## src/rtl/countdown_timer_mmss_pkg.sv

```systemverilog
// Shared encodings for the MM:SS countdown timer: FSM state codes and BCD digit limits.
package countdown_timer_mmss_pkg;

   typedef logic [3:0] bcd_t;

   localparam logic [1:0] StIdle  = 2'd0;
   localparam logic [1:0] StRun   = 2'd1;
   localparam logic [1:0] StPause = 2'd2;
   localparam logic [1:0] StDone  = 2'd3;

   localparam bcd_t SEC_TENS_MAX = 4'd5;
   localparam bcd_t ONES_MAX     = 4'd9;
   localparam bcd_t MIN_TENS_MAX = 4'd5;

   // Saturate an out-of-range BCD digit to its maximum.
   function automatic bcd_t bcd_clamp(input bcd_t val, input bcd_t max);
      return (val > max) ? max : val;
   endfunction

endpackage

```

## src/rtl/countdown_timer_mmss_if.sv

```systemverilog
// Control/load/status bundle between the timer and whoever drives it.
interface countdown_timer_mmss_if;
   import countdown_timer_mmss_pkg::*;

   logic tick_1hz;
   logic load;
   bcd_t ld_min_tens;
   bcd_t ld_min_ones;
   bcd_t ld_sec_tens;
   bcd_t ld_sec_ones;
   logic start;
   logic stop;
   logic ack;
   bcd_t min_tens;
   bcd_t min_ones;
   bcd_t sec_tens;
   bcd_t sec_ones;
   logic running;
   logic done;
   logic alarm;

   modport master (
      output tick_1hz, load, ld_min_tens, ld_min_ones, ld_sec_tens, ld_sec_ones,
      output start, stop, ack,
      input  min_tens, min_ones, sec_tens, sec_ones, running, done, alarm
   );

   modport slave (
      input  tick_1hz, load, ld_min_tens, ld_min_ones, ld_sec_tens, ld_sec_ones,
      input  start, stop, ack,
      output min_tens, min_ones, sec_tens, sec_ones, running, done, alarm
   );

endinterface

```

## src/rtl/countdown_timer_mmss_down_counter_digit.sv

```systemverilog
// One BCD digit of the down-chain: clamped load, decrement with wrap to MAX, borrow-out.
module down_counter_digit
   import countdown_timer_mmss_pkg::*;
#(
   parameter bcd_t MAX = 4'd9
) (
   input  logic clk,
   input  logic reset,
   input  logic load,
   input  bcd_t ld_val,
   input  logic dec_en,
   output bcd_t digit,
   output logic borrow_out
);

   bcd_t digit_d;

   assign borrow_out = dec_en && (digit == 4'd0);

   always_comb begin
      digit_d = digit;
      if (load) begin
         digit_d = bcd_clamp(ld_val, MAX);
      end else if (dec_en) begin
         digit_d = (digit == 4'd0) ? MAX : digit - 4'd1;
      end
   end

   always_ff @(posedge clk or negedge reset) begin
      if (!reset) begin
         digit <= 4'd0;
      end else begin
         digit <= digit_d;
      end
   end

endmodule

```

## src/rtl/countdown_timer_mmss.sv

```systemverilog
// MM:SS countdown timer: FSM, combinational borrow chain across four BCD digits, and
// a bounded alarm that auto-clears after ALARM_TICKS seconds.
module countdown_timer_mmss
   import countdown_timer_mmss_pkg::*;
#(
   parameter int unsigned ALARM_TICKS = 10
) (
   input logic                          clk,
   input logic                          reset,
   countdown_timer_mmss_if.slave        bus
);

   localparam logic [3:0] AlarmLimit = 4'(ALARM_TICKS);

   logic [1:0] state_q, state_d;
   logic       alarm_q, alarm_d;
   logic [3:0] alarm_cnt_q, alarm_cnt_d;
   logic       done_q, done_d;
   logic       running_q;

   bcd_t sec_ones, sec_tens, min_ones, min_tens;
   logic borrow_so, borrow_st, borrow_mo, borrow_mt;

   logic value_zero;
   logic value_one;
   logic count_en;
   logic expire;
   logic start_ok;

   assign value_zero = (min_tens == 4'd0) && (min_ones == 4'd0) &&
                       (sec_tens == 4'd0) && (sec_ones == 4'd0);
   assign value_one  = (min_tens == 4'd0) && (min_ones == 4'd0) &&
                       (sec_tens == 4'd0) && (sec_ones == 4'd1);

   // stop and load both suppress the decrement in the cycle they arrive
   assign count_en = (state_q == StRun) && bus.tick_1hz && !bus.stop && !bus.load &&
                     !value_zero;
   // top borrow can only fire on an underflow, which value_zero gating rules out
   assign expire   = count_en && value_one && !borrow_mt;
   assign start_ok = bus.start && !bus.stop;

   down_counter_digit #(.MAX(ONES_MAX)) u_sec_ones (
      .clk       (clk),
      .reset     (reset),
      .load      (bus.load),
      .ld_val    (bus.ld_sec_ones),
      .dec_en    (count_en),
      .digit     (sec_ones),
      .borrow_out(borrow_so)
   );

   down_counter_digit #(.MAX(SEC_TENS_MAX)) u_sec_tens (
      .clk       (clk),
      .reset     (reset),
      .load      (bus.load),
      .ld_val    (bus.ld_sec_tens),
      .dec_en    (borrow_so),
      .digit     (sec_tens),
      .borrow_out(borrow_st)
   );

   down_counter_digit #(.MAX(ONES_MAX)) u_min_ones (
      .clk       (clk),
      .reset     (reset),
      .load      (bus.load),
      .ld_val    (bus.ld_min_ones),
      .dec_en    (borrow_st),
      .digit     (min_ones),
      .borrow_out(borrow_mo)
   );

   down_counter_digit #(.MAX(MIN_TENS_MAX)) u_min_tens (
      .clk       (clk),
      .reset     (reset),
      .load      (bus.load),
      .ld_val    (bus.ld_min_tens),
      .dec_en    (borrow_mo),
      .digit     (min_tens),
      .borrow_out(borrow_mt)
   );

   always_comb begin
      state_d     = state_q;
      alarm_d     = alarm_q;
      alarm_cnt_d = alarm_cnt_q;
      done_d      = 1'b0;
      if (bus.load) begin
         state_d     = StIdle;
         alarm_d     = 1'b0;
         alarm_cnt_d = 4'd0;
      end else begin
         case (state_q)
            StIdle, StPause: begin
               if (start_ok && !value_zero) begin
                  state_d = StRun;
               end
            end
            StRun: begin
               if (bus.stop) begin
                  state_d = StPause;
               end else if (expire) begin
                  state_d     = StDone;
                  done_d      = 1'b1;
                  alarm_d     = 1'b1;
                  alarm_cnt_d = 4'd0;
               end
            end
            StDone: begin
               if (start_ok) begin
                  state_d     = StIdle;
                  alarm_d     = 1'b0;
                  alarm_cnt_d = 4'd0;
               end else if (bus.ack) begin
                  alarm_d = 1'b0;
               end else if (alarm_q && bus.tick_1hz) begin
                  alarm_cnt_d = alarm_cnt_q + 4'd1;
                  if (alarm_cnt_d == AlarmLimit) begin
                     alarm_d = 1'b0;
                  end
               end
            end
            default: state_d = StIdle;
         endcase
      end
   end

   always_ff @(posedge clk or negedge reset) begin
      if (!reset) begin
         state_q     <= StIdle;
         alarm_q     <= 1'b0;
         alarm_cnt_q <= 4'd0;
         done_q      <= 1'b0;
         running_q   <= 1'b0;
      end else begin
         state_q     <= state_d;
         alarm_q     <= alarm_d;
         alarm_cnt_q <= alarm_cnt_d;
         done_q      <= done_d;
         running_q   <= (state_d == StRun);
      end
   end

   assign bus.min_tens = min_tens;
   assign bus.min_ones = min_ones;
   assign bus.sec_tens = sec_tens;
   assign bus.sec_ones = sec_ones;
   assign bus.running  = running_q;
   assign bus.done     = done_q;
   assign bus.alarm    = alarm_q;

endmodule

```

## src/flat_wrapper.sv

```systemverilog
// flat-port wrapper written by rule: the top's interface ports become plain ports
module countdown_timer_mmss_flat import countdown_timer_mmss_pkg::*;
#(
   parameter int unsigned ALARM_TICKS = 10
)
  (clk, reset, bus_tick_1hz, bus_load, bus_ld_min_tens, bus_ld_min_ones, bus_ld_sec_tens, bus_ld_sec_ones, bus_start, bus_stop, bus_ack, bus_min_tens, bus_min_ones, bus_sec_tens, bus_sec_ones, bus_running, bus_done, bus_alarm);
  countdown_timer_mmss_if bus_i ();
  input logic clk;
  input logic reset;
  input wire logic [$bits(bus_i.tick_1hz)-1:0] bus_tick_1hz;
  input wire logic [$bits(bus_i.load)-1:0] bus_load;
  input wire logic [$bits(bus_i.ld_min_tens)-1:0] bus_ld_min_tens;
  input wire logic [$bits(bus_i.ld_min_ones)-1:0] bus_ld_min_ones;
  input wire logic [$bits(bus_i.ld_sec_tens)-1:0] bus_ld_sec_tens;
  input wire logic [$bits(bus_i.ld_sec_ones)-1:0] bus_ld_sec_ones;
  input wire logic [$bits(bus_i.start)-1:0] bus_start;
  input wire logic [$bits(bus_i.stop)-1:0] bus_stop;
  input wire logic [$bits(bus_i.ack)-1:0] bus_ack;
  output wire logic [$bits(bus_i.min_tens)-1:0] bus_min_tens;
  output wire logic [$bits(bus_i.min_ones)-1:0] bus_min_ones;
  output wire logic [$bits(bus_i.sec_tens)-1:0] bus_sec_tens;
  output wire logic [$bits(bus_i.sec_ones)-1:0] bus_sec_ones;
  output wire logic [$bits(bus_i.running)-1:0] bus_running;
  output wire logic [$bits(bus_i.done)-1:0] bus_done;
  output wire logic [$bits(bus_i.alarm)-1:0] bus_alarm;
  assign bus_i.tick_1hz = bus_tick_1hz;
  assign bus_i.load = bus_load;
  assign bus_i.ld_min_tens = bus_ld_min_tens;
  assign bus_i.ld_min_ones = bus_ld_min_ones;
  assign bus_i.ld_sec_tens = bus_ld_sec_tens;
  assign bus_i.ld_sec_ones = bus_ld_sec_ones;
  assign bus_i.start = bus_start;
  assign bus_i.stop = bus_stop;
  assign bus_i.ack = bus_ack;
  assign bus_min_tens = bus_i.min_tens;
  assign bus_min_ones = bus_i.min_ones;
  assign bus_sec_tens = bus_i.sec_tens;
  assign bus_sec_ones = bus_i.sec_ones;
  assign bus_running = bus_i.running;
  assign bus_done = bus_i.done;
  assign bus_alarm = bus_i.alarm;
  countdown_timer_mmss #(.ALARM_TICKS(ALARM_TICKS)) u_core (.clk(clk), .reset(reset), .bus(bus_i));
endmodule
```

## config.mk

```make
export PLATFORM = sky130hd
export DESIGN_NAME = countdown_timer_mmss_flat
export DESIGN_NICKNAME = d
export VERILOG_FILES = /design/src/rtl/countdown_timer_mmss_pkg.sv /design/src/rtl/countdown_timer_mmss_if.sv /design/src/rtl/countdown_timer_mmss_down_counter_digit.sv /design/src/rtl/countdown_timer_mmss.sv /design/src/flat_wrapper.sv
export SDC_FILE = /design/constraint.sdc
export NUM_CORES = 1
export LEC_CHECK = 0
export CAP_MARGIN = 20
export CORE_MARGIN = 8
export CORE_UTILIZATION = 40
export DETAILED_ROUTE_END_ITERATION = 7
export HOLD_SLACK_MARGIN = 0.03
export PLACE_DENSITY = 0.71
export SLEW_MARGIN = 20
export SYNTH_ARGS = -nofsm -noshare
export SYNTH_HDL_FRONTEND = slang
export SYNTH_HIERARCHICAL = 1
export SYNTH_SLANG_ARGS = --single-unit
```

## constraint.sdc

```tcl
create_clock -name clk -period 5.3 [get_ports clk]
set_input_delay 0.795 -clock clk [delete_from_list [all_inputs] [get_ports clk]]
set_output_delay 0.795 -clock clk [all_outputs]
set_load 0.02 [all_outputs]
```

==> run metrics, run 1 <==
initial drt markers=approximately 120; CP Class=in2reg; CTS tree=done; Pwr Total=0.432 mW; routed via count=around 1400; Worst setup EP type=flop; Worst-path clk slew=around 90 ps; Die W=approximately 78 um; slew margin rel.=around 54%; vias in the first global route=between 1000 and 1500; fin nets=about 230; # Max-Cap Violations=0; dpl hpwl=between 2000 and 3000 um; R2R Path Start=u_core/u_min_ones/digit[2]$_DFFE_PN0P_; Routability Congestion=approximately 0.8; Slew @ Worst Pin=around 690 ps; Final WS setup=between 900 and 1000 ps; # diodes=0; required time worst endpoint=between 5000 and 6000 ps; dpl ws=between 700 and 800 ps; grt ovf=0; Cell Chain, Critical Path=clkdlybuf4s50_1 -> nor3_1 -> o2111a_1 -> nor4b_4 -> nor2b_1 -> nand2b_1 -> nor4_1 -> nor4b_4 -> nor2b_1 -> nand2b_1 -> nor4_1 -> nor2b_1 -> nand4_1 -> nor2_1 -> o22a_2; Crit. Startpoint=bus_stop; unrepaired setup endpoints after global routing=false; VDD IR-drop max=0.0936 mV; crit path to=u_core/bus.alarm$_DFFE_PN0P_; Hold WS=506 ps; Yosys top cell area share=around two fifths; htree depth=1; synth warn=6; Min-Delay Path Class=in2async; crit start category=input port; status=complete, no violations; Detailed Routing Iterations Pass 1=4; antenna violations before repair=0; Pleak=0.722 nW; Gate Count Post-Synth=160; clock skew=~2.2 ps; Post-DRT Antenna Nets=0; pin count of the biggest net entering global routing=34; clock root buffer=clkbuf_8; #FFs+latches synth=25; Pwr Density=~210 nW/um2; CP max stage delay=between 500 and 600 ps; deepest clock path buffer count=2; synthesized area=about 1500 um2; min Tclk post-route=approximately 4300 ps; drt drc=0; CP dominant cell by count=nor2b_1; Final period util=81.4%; Worst R2R End=u_core/bus.alarm$_DFFE_PN0P_; Area growth, synth to finish=33.8%; Final setup viols=0; Std-Cell Rows=22; R2R setup slack=between 1000 and 1500 ps; CTS resizes=0; Via-to-Cell Ratio=around 5.5; gr usage total=between 10% and 20%; clock latency on the worst-skew pair=270 ps; starting density of the core=about two fifths; most frequent cells in the layout=clkdlybuf4s50_1, dfrtp_1, o21ai_0, a21oi_1, nand2_1; Max Fclk=approximately 230 MHz; max-slew violation count=0; die area=~6000 um2; final hold vios=0; commonest non-fill, non-tap cell in the layout=clkdlybuf4s50_1; die height=77.6 um; ranking of synthesized cells by area=dfrtp_1, o21ai_0, xnor2_1; setup repair bufs after CTS=0; Cell variety after synth=37; area leader, netlist=dfrtp_1; Port-buffer cells=just over 40; CP Data Arrival Time=roughly 4500 ps; Reg2Reg Depth=15; Core Footprint=~3700 um2; register area share after synthesis=a little over 40%; share of flip-flops with an asynchronous set or reset=100%; total wire length=between 3000 and 4000 um; Critical Path Fanout Max=6; # hold bufs at CTS=0; Setup TNS Final=0 ps; layout cells sized above 1=under 10%; first-pass GRT wire length=6420 um; post-synthesis net count=between 150 and 200; slowest stage cell, crit path=nor4_1; number of synthesized flops with an enable pin=0; mean area per synthesized cell=about 9.5 um2; clk sinks=25; IO Pins=42; ys flop type=dfrtp_1; TritonCTS Buffers=3; DR WL/cell=~15 um
stage by stage:
step	instances	cell area, um2	util (%)
final	253	2030	55.4
after global routing	253	2030	55.4
after CTS	253	2030	55.4
after detailed placement	249	1980	54.2
after global placement	249	1990	54.3
after floorplan	160	1520	-
layout make-up:
cell class / instances / area, um2
inverters: 5 / 18.8
fillers: 324 / 1630
clock buffers: 4 / 45.0
repair buffers: 42 / 413
flip-flops and latches: 25 / 626
multi-input cells: 129 / 867
well taps: 48 / 60.1
synthesized netlist by cell type (2+ instances only):
cell type / instances
a22oi_1: 4
nor3_1: 4
o21ai_0: 14
a211oi_1: 2
or3_1: 3
a31oi_1: 3
a21oi_1: 11
nor4b_4: 2
inv_1: 5
mux2i_1: 2
xnor2_1: 8
nor4_1: 7
dfrtp_1: 25
o21ai_1: 6
nor3b_2: 4
nor3b_1: 2
xor2_1: 2
nor2b_1: 6
nor2_1: 8
nand2b_1: 6
nand4_1: 2
nand3b_1: 5
nand3_1: 3
nand2_1: 11
ha_1: 2
o21a_1: 2
worst min path at each step:
stage / endpoint / cells past startpoint
6_report: u_core/bus.running$_DFF_PN0_ / 1
5_1_grt: u_core/bus.done$_DFF_PN0_ / 1
4_1_cts: u_core/alarm_cnt_q[3]$_DFFE_PN0P_ / 1
3_5_place_dp: u_core/alarm_cnt_q[0]$_DFFE_PN0P_ / 1
3_3_place_gp: u_core/alarm_cnt_q[0]$_DFFE_PN0P_ / 1
2_1_floorplan: u_core/alarm_cnt_q[0]$_DFFE_PN0P_ / 0
cell families (layout without fill, tap and decap cells):
group / count (synthesis) / in the layout / synth area share, %
adders and majority gates: 2 / 2 / 1.65
DFF: 25 / 25 / 41.3
buffers and inverters: 6 / 51 / 1.57
AOI/OAI and AO/OA: 51 / 51 / 21.0
xor gates and xnor gates: 10 / 10 / 5.78
muxes: 2 / 2 / 1.32
and+or+nand+nor: 64 / 64 / 27.4
sequential cells by signal, indices dropped and copies added, names as in the netlist:
| register | count |
|---|---|
| u_core/bus.alarm | 1 |
| u_core/u_min_tens/digit | 4 |
| u_core/alarm_cnt_q | 4 |
| u_core/state_q | 2 |
| u_core/u_sec_ones/digit | 4 |
| u_core/u_min_ones/digit | 4 |
| u_core/bus.done | 1 |
| u_core/u_sec_tens/digit | 4 |
| u_core/bus.running | 1 |
worst max-delay path, delay by kind of cell:
| kind | cells | cell delay, ps |
|---|---|---|
| simple gates | 12 | 2670 |
| compound gates | 2 | 510 |
| buf+inv | 1 | 500 |
power breakdown:
| part | switching, mW | total [mW] | internal (mW) | leakage [nW] |
|---|---|---|---|---|
| clock network | 0.0606 | 0.114 | 0.0538 | 0.0228 |
| logic | 0.0438 | 0.0928 | 0.0490 | 0.384 |
| registers | 0.0227 | 0.225 | 0.202 | 0.315 |
| total | 0.127 | 0.432 | 0.305 | 0.722 |
metal layers:
layer / global-route usage, % / vias to the layer above / part of all wire (%)
met5: 0 / - / 0
met4: 3.96 / 0 / 0.72
met3: 5.18 / 4 / 8.8
met2: 22.2 / 44 / 51
met1: 14.0 / 648 / 40
li1: - / 686 / -
(Power assumes the default switching activity.)
==> run 2: changes to the inputs <==
--- a/config.mk
+++ b/config.mk
@@ -10,7 +10,7 @@
 export CORE_UTILIZATION = 40
 export DETAILED_ROUTE_END_ITERATION = 7
 export HOLD_SLACK_MARGIN = 0.03
-export PLACE_DENSITY = 0.71
+export PLACE_DENSITY = 0.73
 export SLEW_MARGIN = 20
 export SYNTH_ARGS = -nofsm -noshare
 export SYNTH_HDL_FRONTEND = slang
==> constraint.sdc (replaced) <==
create_clock -name clk -period 3.5 [get_ports clk]
set_input_delay 0.525 -clock clk [delete_from_list [all_inputs] [get_ports clk]]
set_output_delay 0.525 -clock clk [all_outputs]
set_load 0.02 [all_outputs]
==> run metrics, run 2 (synthesized netlist as in run 1, its figures left out) <==
Pwr Density=306 nW/um2 (+44%); dpl ws=-187 ps (-889 ps); slowest stage cell, crit path=clkdlybuf4s50_1; commonest non-fill, non-tap cell in the layout=clkdlybuf4s50_1; pin count of the biggest net entering global routing=36 (+5.9%); Via-to-Cell Ratio=5.52 (+1.0%); Worst-path clk slew=80 ps (about the same); Inst Count DP=261 (+4.8%); Routability Congestion=0.793 (-0.45%); CP Class=in2reg; Cell Chain, Critical Path=clkdlybuf4s50_1 -> nor3_2 -> o2111a_1 -> nor4b_4 -> nor2b_2 -> nand2b_1 -> nor4_2 -> nor4b_4 -> nor2b_2 -> nand2b_1 -> nor4_2 -> nor2b_1 -> nand4_1 -> o21ai_2 -> a31oi_1; initial drt markers=87 (-26%); Final period util=90.8%; Final Non-Filler Cells=265 (+4.7%); gr usage total=13.8% (+0.93 points); Core Util, Final=58.5% (+3.1 points); Min-Delay Path Class=in2async; # diodes=0 (unchanged); Post-DRT Antenna Nets=0 (unchanged); unrepaired setup endpoints after global routing=false; Detailed Routing Iterations Pass 1=4 (unchanged); CTS tree=done; # Max-Cap Violations=0 (unchanged); most frequent cells in the layout=clkdlybuf4s50_1, dfrtp_1, o21ai_0, buf_4; Final WS setup=324 ps (-662 ps); vias in the first global route=1614 (+8.1%); htree depth=1 (unchanged); min Tclk post-route=about 3200 ps; grt ovf=0 (unchanged); Core Footprint=3660 um2 (unchanged); CP Buf/Inv Count=1 (unchanged); Reg2Reg Depth=15 (unchanged); Hold WS=238 ps (-268 ps); Pleak=0.783 nW (+8.5%); VDD IR-drop max=0.131 mV (+39%); Crit path max-delay family=simple AND/OR/NAND/NOR gates; design area=2140 um2 (+5.5%); CTS resizes=0 (unchanged); Area growth, synth to finish=41.3%; Slew @ Worst Pin=564 ps (-122 ps); Placement Cell Area=2080 um2 (+4.8%); setup repair bufs after CTS=0 (unchanged); # hold bufs at CTS=0 (unchanged); IO Pins=42 (unchanged); clk sinks=25 (unchanged); die height=77.6 um (unchanged); clock latency on the worst-skew pair=270 ps (about the same); Port-buffer cells=41 (unchanged); required time worst endpoint=3680 ps (-1790 ps); Die W=77.6 um (unchanged); CP max stage delay=470 ps (-70 ps); clock skew=2.33 ps (+0.175 ps); Setup TNS Final=0 ps (unchanged); Critical Path Fanout Max=4 (-2); deepest clock path buffer count=2 (unchanged); drt drc=0 (unchanged); routed via count=1462 (+5.8%); Max Fclk=about 310 MHz; status=complete, no violations; clock root buffer=clkbuf_8; WP depth=15 (unchanged); first-pass GRT wire length=7020 um (+9.4%); antenna violations before repair=0 (unchanged); Pwr Total=0.655 mW (+52%); fin nets=243 (+5.2%); starting density of the core=41.4% (unchanged); total wire length=3990 um (+5.8%); Std-Cell Rows=22 (unchanged); max-slew violation count=0 (unchanged); slew margin rel.=62.4% (+8.5 points); dpl hpwl=3080 um (+4.3%); final hold vios=0 (unchanged); DR WL/cell=15.0 um (+1.0%); die area=6020 um2 (unchanged); Final setup viols=0 (unchanged); crit start category=input port; CP Data Arrival Time=3360 ps (-1120 ps); layout cells sized above 1=14.7% (+7.4 points); TritonCTS Buffers=3 (unchanged); Worst setup EP type=flop
[run 2: changes by cell type in the layout (fill, tap and decap cells not counted), sizes merged]
cell,previous run,this run
buf,2,14
[run 2: where the power goes]
part | switching (mW) | internal, mW | leakage [nW]
logic | 0.0675 | 0.0773 | 0.445
registers | 0.0353 | 0.306 | 0.315
clock network | 0.0881 | 0.0814 | 0.0228
total | 0.191 | 0.464 | 0.783
[run 2: final cells by class]
cell class	instances	area [um2]
Sequential cell	25	626
Clock buffer	4	45.0
Inverter	5	18.8
Tap cell	48	60.1
Fill cell	326	1520
Timing Repair Buffer	54	503
Multi-Input combinational cell	129	890
[run 2: path summary, 6_finish.rpt]
check / to / start / slack, ps
max reg2reg: u_core/alarm_cnt_q[0]$_DFFE_PN0P_ / u_core/u_min_tens/digit[1]$_DFFE_PN0P_ / 470
min reg2reg: u_core/alarm_cnt_q[0]$_DFFE_PN0P_ / u_core/alarm_cnt_q[0]$_DFFE_PN0P_ / 570
max: u_core/alarm_cnt_q[0]$_DFFE_PN0P_ / bus_stop / 320
min in group clk: u_core/alarm_cnt_q[0]$_DFFE_PN0P_ / u_core/alarm_cnt_q[0]$_DFFE_PN0P_ / 570
max in group asynchronous: u_core/state_q[1]$_DFF_PN0_ / reset / 2880
min: u_core/u_sec_ones/digit[0]$_DFFE_PN0P_ / reset / 240
[run 2: metal layers]
layer / vias up / GRT usage, % / part of all wire [%]
li1: 715 / - / -
met4: 0 / 5.28 / 1.1
met3: 5 / 4.26 / 6.2
met2: 35 / 23.9 / 51
met1: 707 / 15.3 / 42
met5: - / 0 / 0
[run 2: worst register-to-register path: cells and delay by family (launching register included)]
kind / cells / cell delay [ps]
flip-flops: 1 / 460
AND/OR/NAND/NOR: 12 / 1750
AO/OA/AOI/OAI: 3 / 680
